<file path="src/rtl/cwt_result_store.sv">
// cwt_result_store: captures J scales x N samples of IFFT output into one half
// of a ping-pong external result memory, and drains each completed half to a
// valid/ready consumer with an optional power-of-two index stride.
//
// Ports
//   clk, rst                   clock, synchronous active-high reset
//   in_valid_i/in_re_i/in_im_i IFFT sample stream
//   busy_o                     write bank full; upstream must hold
//   wr_en_o/wr_addr_o/wr_re_o/wr_im_o   memory write port ({bank, j, k})
//   rd_en_o/rd_addr_o, mem_re_i/mem_im_i memory read port (data 1 cycle later)
//   decim_i                    readout stride 2^decim_i, sampled at bank start
//   rd_valid_o/rd_ready_i/rd_re_o/rd_im_o/rd_scale_o/rd_idx_o/rd_last_o
//                              output sample stream
//   frame_done_o, cwt_done_o   bank write / bank readout complete pulses
//   full_o, err_o              per-bank full flags, sticky overflow
module cwt_result_store #(
  parameter int N  = 1024,
  parameter int J  = 64,
  parameter int DW = 32,
  localparam int KW = $clog2(N),
  localparam int JW = (J > 1) ? $clog2(J) : 1,
  localparam int AW = $clog2(2 * N * J)
) (
  input  logic          clk,
  input  logic          rst,
  input  logic          in_valid_i,
  input  logic [DW-1:0] in_re_i,
  input  logic [DW-1:0] in_im_i,
  output logic          busy_o,
  output logic          wr_en_o,
  output logic [AW-1:0] wr_addr_o,
  output logic [DW-1:0] wr_re_o,
  output logic [DW-1:0] wr_im_o,
  output logic          rd_en_o,
  output logic [AW-1:0] rd_addr_o,
  input  logic [DW-1:0] mem_re_i,
  input  logic [DW-1:0] mem_im_i,
  input  logic [1:0]    decim_i,
  input  logic          rd_ready_i,
  output logic          rd_valid_o,
  output logic [DW-1:0] rd_re_o,
  output logic [DW-1:0] rd_im_o,
  output logic [JW-1:0] rd_scale_o,
  output logic [KW-1:0] rd_idx_o,
  output logic          rd_last_o,
  output logic          frame_done_o,
  output logic          cwt_done_o,
  output logic [1:0]    full_o,
  output logic          err_o
);

  typedef enum logic [1:0] {R_IDLE, R_RUN, R_DRAIN} rstate_t;

  typedef struct packed {
    logic [JW-1:0] j;
    logic [KW-1:0] k;
    logic          last;
  } meta_t;

  typedef struct packed {
    logic [DW-1:0] re;
    logic [DW-1:0] im;
    meta_t         m;
  } ent_t;

  // Works for J == 1 too, where the j field is a single always-zero bit.
  function automatic logic [AW-1:0] mk_addr(input logic b, input logic [JW-1:0] j,
                                            input logic [KW-1:0] k);
    return (AW'(b) << (AW - 1)) | (AW'(j) << KW) | AW'(k);
  endfunction

  // ---------------- write side ----------------
  logic          wr_bank;
  logic [KW-1:0] wk;
  logic [JW-1:0] wj;
  logic [1:0]    full_q, full_set, full_clr;
  logic          acc, wr_fin;

  assign busy_o   = full_q[wr_bank];
  assign acc      = in_valid_i && !busy_o;
  assign wr_fin   = acc && (wk == KW'(N - 1)) && (wj == JW'(J - 1));
  assign full_set = wr_fin ? (2'b01 << wr_bank) : 2'b00;
  assign full_o   = full_q;

  always_ff @(posedge clk) begin
    if (rst) begin
      wr_bank      <= 1'b0;
      wk           <= '0;
      wj           <= '0;
      wr_en_o      <= 1'b0;
      wr_addr_o    <= '0;
      wr_re_o      <= '0;
      wr_im_o      <= '0;
      frame_done_o <= 1'b0;
      err_o        <= 1'b0;
      full_q       <= 2'b00;
    end else begin
      wr_en_o      <= acc;
      frame_done_o <= wr_fin;
      // Set and clear never hit the same bank, so both apply.
      full_q       <= (full_q & ~full_clr) | full_set;
      if (in_valid_i && busy_o) err_o <= 1'b1;
      if (acc) begin
        wr_addr_o <= mk_addr(wr_bank, wj, wk);
        wr_re_o   <= in_re_i;
        wr_im_o   <= in_im_i;
        if (wk == KW'(N - 1)) begin
          wk <= '0;
          if (wj == JW'(J - 1)) begin
            wj      <= '0;
            wr_bank <= ~wr_bank;
          end else begin
            wj <= wj + 1'b1;
          end
        end else begin
          wk <= wk + 1'b1;
        end
      end
    end
  end

  // ---------------- read side ----------------
  rstate_t       state, state_d;
  logic          rd_bank;
  logic [1:0]    dec_q;
  logic [KW-1:0] rk;
  logic [JW-1:0] rj;
  logic [KW:0]   stride, k_lim;
  logic          rk_wrap, rj_wrap, issue, last_issue, pop, done;
  // vld_pipe[0]: read strobe on the memory port; vld_pipe[1]: read data present
  logic [1:0]    vld_pipe;
  meta_t         meta_q [2];
  ent_t          fifo [4];
  logic [1:0]    wp, rp;
  logic [2:0]    cnt;
  ent_t          head;

  assign stride  = (KW + 1)'(1) << dec_q;
  assign k_lim   = (KW + 1)'(N) - stride;
  assign rk_wrap = ({1'b0, rk} == k_lim);
  assign rj_wrap = (rj == JW'(J - 1));

  // Reads in flight are reserved against FIFO space so the memory never
  // returns data with nowhere to go.
  assign issue      = (state == R_RUN) &&
                      (({1'b0, cnt} + 4'(vld_pipe[0]) + 4'(vld_pipe[1])) < 4'd4);
  assign last_issue = issue && rk_wrap && rj_wrap;

  assign head       = fifo[rp];
  assign rd_valid_o = (cnt != 3'd0);
  assign pop        = rd_valid_o && rd_ready_i;
  assign done       = (state == R_DRAIN) && pop && head.m.last && (cnt == 3'd1);
  assign full_clr   = done ? (2'b01 << rd_bank) : 2'b00;

  assign rd_en_o    = vld_pipe[0];
  assign rd_re_o    = head.re;
  assign rd_im_o    = head.im;
  assign rd_scale_o = head.m.j;
  assign rd_idx_o   = head.m.k;
  assign rd_last_o  = rd_valid_o && head.m.last;

  always_comb begin
    state_d = state;
    case (state)
      R_IDLE:  if (full_q[rd_bank]) state_d = R_RUN;
      R_RUN:   if (last_issue)      state_d = R_DRAIN;
      R_DRAIN: if (done)            state_d = R_IDLE;
      default:                      state_d = R_IDLE;
    endcase
  end

  always_ff @(posedge clk) begin
    if (rst) begin
      state      <= R_IDLE;
      rd_bank    <= 1'b0;
      dec_q      <= 2'd0;
      rk         <= '0;
      rj         <= '0;
      vld_pipe   <= 2'b00;
      rd_addr_o  <= '0;
      meta_q[0]  <= '0;
      meta_q[1]  <= '0;
      wp         <= 2'd0;
      rp         <= 2'd0;
      cnt        <= 3'd0;
      cwt_done_o <= 1'b0;
      for (int i = 0; i < 4; i++) fifo[i] <= '0;
    end else begin
      state      <= state_d;
      cwt_done_o <= done;
      vld_pipe   <= {vld_pipe[0], issue};
      if (state == R_IDLE && full_q[rd_bank]) begin
        dec_q <= decim_i;
        rk    <= '0;
        rj    <= '0;
      end
      if (issue) begin
        rd_addr_o <= mk_addr(rd_bank, rj, rk);
        meta_q[0] <= '{j: rj, k: rk, last: rk_wrap && rj_wrap};
        if (rk_wrap) begin
          rk <= '0;
          rj <= rj_wrap ? '0 : rj + 1'b1;
        end else begin
          rk <= rk + stride[KW-1:0];
        end
      end
      if (vld_pipe[0]) meta_q[1] <= meta_q[0];
      if (vld_pipe[1]) begin
        fifo[wp] <= '{re: mem_re_i, im: mem_im_i, m: meta_q[1]};
        wp       <= wp + 2'd1;
      end
      if (pop) rp <= rp + 2'd1;
      cnt <= cnt + 3'(vld_pipe[1]) - 3'(pop);
      if (done) rd_bank <= ~rd_bank;
    end
  end

endmodule
</file>
<file path="config.mk">
export PLATFORM = sky130hd
export DESIGN_NAME = cwt_result_store
export DESIGN_NICKNAME = d
export VERILOG_FILES = /design/src/rtl/cwt_result_store.sv
export SDC_FILE = /design/constraint.sdc
export NUM_CORES = 1
export LEC_CHECK = 0
export BUFFER_PORTS_ARGS = -buffer_cell sky130_fd_sc_hd__buf_2
export CAP_MARGIN = 25
export CORE_ASPECT_RATIO = 2
export CORE_UTILIZATION = 51
export DETAILED_ROUTE_END_ITERATION = 7
export PLACE_DENSITY_LB_ADDON = 0.3
export SKIP_CTS_REPAIR_TIMING = 1
export SLEW_MARGIN = 25
export SYNTH_ARGS = -nofsm -noshare
export SYNTH_HDL_FRONTEND = slang
export SYNTH_SLANG_ARGS = --single-unit
</file>
<file path="constraint.sdc">
create_clock -name clk -period 6.59 [get_ports clk]
set_clock_uncertainty 0.05 [all_clocks]
set_input_delay 0.3295 -clock clk [delete_from_list [all_inputs] [get_ports clk]]
set_output_delay 0.3295 -clock clk [all_outputs]
set_load 0.005 [all_outputs]
</file>
==> results.cfg <==
[global_routing]
antenna_found_initial = 2
grt_max_degree = 85
grt_overflow_total = 0
grt_pass1_vias = 13700
grt_first_pass_wirelength_um = 71300
track_usage_pct = 21.4

[run_status]
status = finished, violations left
violations = negative hold slack

[setup_path]
r2r_slack_ns = 3.27
crit_type = primary input to register
cp-end-kind = register
crit_path_start_kind = primary input
required_ns = 6.74
cp.arrival_ns = 3.49
worstPathMaxFanout = 82

[clocking]
h-tree-depth = 2
clk_latency_ns = 0.55
path_clk_slew_ns = 0.06
cts_buffer_depth = 3
cts_tree = yes
clock_sinks = 511
root_buffer = clkbuf_16
numCtsBuffers = 43

[routing]
wl_per_cell_um = 18.6
routed_via_density = 5.28
dr.first_iter.drc_count = 622
num_vias = 13200
wl_met1_um = 16900
antenna_left = 0
wl_um = 46300
wl_met3_um = 2300
remaining_drc_errors = 0
dr.pass1.iters = 5
wl_met2_um = 25800
highest_layer = met5

[timing]
max-slew-margin-rel_pct = 38.1
period_minus_slack_ns = 3.34
fin_hold_ws_ns = -0.0356
finalMaxSlewViolations = 0
finalSetupTns_ns = 0
worstMarginPinSlew_ns = 0.929
fin_crit_sh_pct = 50.6
rsz0062_at_grt = false
setup_viol = 0
fmax_mhz = 300
final_hold_viol_count = 4

[job]
drv_cap = 0

[die]
die_width_um = 146
num_rows = 105
boundaryPins = 322
core_area_mm2 = 0.0410
start_util_pct = 51.7
die-area_mm2 = 0.0424
die_h_um = 290

[logic_synthesis]
syn_nets = 1722
ys_warn_count = 0
synthCells = 1575
synth_area_mm2 = 0.0212
ys_seq_area_share_pct = 65.2
synth_area_leaders = edfxtp_1, dfxtp_1, and2_1
yosys.area.top_type_share_pct = 50.8
ys_ff_latch = 511
async_flop_share_pct = 0
synth_area_leader_cell = edfxtp_1
synth_ff_type = edfxtp_1
synth_edf_count = 358
synth_cell_types = 58
avgSynthCellArea_um2 = 13.4

[finish]
fin_nets = 2069
n_antenna_cell = 0
final_core_util_pct = 62.0
area_growth_pct = 20.0
multiInputGateArea_mm2 = 0.00697
layout-drive-gt1-share_pct = 26.0
fillers = 3137
seq_area_mm2 = 0.0138

[placement]
place_congestion = 0.796
place_hpwl_um = 27900
port-buffer-count = 321

[power_and_ir_drop]
leakagePower_nw = 10.2
p_per_area_mw_per_mm2 = 291
ir_drop_mv = 0.255

[worst_hold_path]
hold_path_class = primary input to register
-- path summary, 6_finish.rpt --
check / depth (start not counted) / to / startpoint
worst min-delay path: 3 / wr_re_o[0] / in_re_i[0]
worst min register to register: 2 / wr_im_o[3] / wr_im_o[3]
worst max-delay path: 7 / fifo[2][44] / rst
worst max register to register: 5 / fifo[2][44] / vld_pipe[1]
-- synthesized netlist by cell type, types with 3 or more instances --
library cell,number
a21o_1,5
a21oi_1,95
a31oi_1,7
and2_1,361
and3_1,8
buf_1,4
buf_2,19
buf_4,4
clkbuf_1,68
dfxtp_1,153
edfxtp_1,358
ha_1,11
inv_1,12
mux2i_1,23
mux4_2,81
nand2_1,183
nand3_1,20
nand3b_1,5
nand4_1,7
nor2_1,54
nor2b_1,8
nor3_1,8
o211ai_1,3
o21ai_0,7
or2_2,3
or3_1,7
xnor2_1,8
xor2_1,13
-- registers in the layout (all words and copies together), names as in the netlist, 10 cells and up, named ones only --
name       cells
wr_im_o       32
meta_q        34
rd_addr_o     17
wr_addr_o     17
rk            10
fifo         324
wr_re_o       32
wk            10
-- stage by stage --
step | std cells | instance area, um2 | total power, W | setup slack (ns)
3_3_place_gp | 2349 | 23200 | 0.00470 | 2.60
6_report | 2491 | 25400 | 0.00739 | 3.25
5_1_grt | 2491 | 25400 | 0.00766 | 2.99
3_5_place_dp | 2350 | 23200 | 0.00474 | 2.60
2_1_floorplan | 1575 | 21200 | 0.00432 | 1.89
4_1_cts | 2429 | 24800 | 0.00744 | 3.16
-- kinds of logic (layout without fill, tap and decap cells) --
family	count (synthesis)	in the layout	share of synthesized area, %
buffers and inverters	110	491	2.20
DFF	511	511	65.2
and+or+nand+nor	680	680	17.4
muxes	104	104	9.70
xor gates and xnor gates	22	22	0.945
AOI/OAI and AO/OA	135	135	3.67
adders and majority gates	13	13	0.839
-- final cells by class --
class                   count  area share, %
multi-input cells         954           27.4
well taps                 535           2.63
clock inverters            22           1.03
clock buffers              57           4.94
flip-flops and latches    511           54.4
inverters                  13          0.192
repair buffers            399           9.40
-- placed cells by master (no fill, tap or decap), drive strengths merged, types with 5 or more instances in the layout --
master	count
clkbuf	57
nand3b	5
and3	8
a31oi	7
dfxtp	153
bufinv	6
mux2i	23
and2	363
dlygate4sd3	61
xor2	14
xnor2	8
nor2b	8
ha	11
mux4	81
nor2	55
or3	7
clkinv	14
o21ai	8
buf	338
nor3	9
edfxtp	358
inv	15
nand2	183
nand4	8
nand3	20
a21oi	96
a21o	5
-- worst max-delay path: stages --
cell and delay [ns]:
buf_4 0.33, inv_1 0.35, nand2_1 0.23, nor3b_4 0.20
buf_4 0.67, or2_4 0.83, buf_4 0.49
-- layer usage --
metal,track usage [%],vias up
met4,6.71,4
met2,41.9,365
li1,-,6262
met1,23.0,6430
met3,3.60,91
met5,0,-
-- power by group --
| group | internal [W] | switching (W) | leakage, nW | total (W) |
|---|---|---|---|---|
| logic | 0.000553 | 0.000469 | 4.55 | 0.00102 |
| registers | 0.00354 | 0.000108 | 4.94 | 0.00365 |
| clock network | 0.00158 | 0.00114 | 0.753 | 0.00272 |
| total | 0.00567 | 0.00171 | 10.2 | 0.00739 |
(Power assumes the default switching activity.)
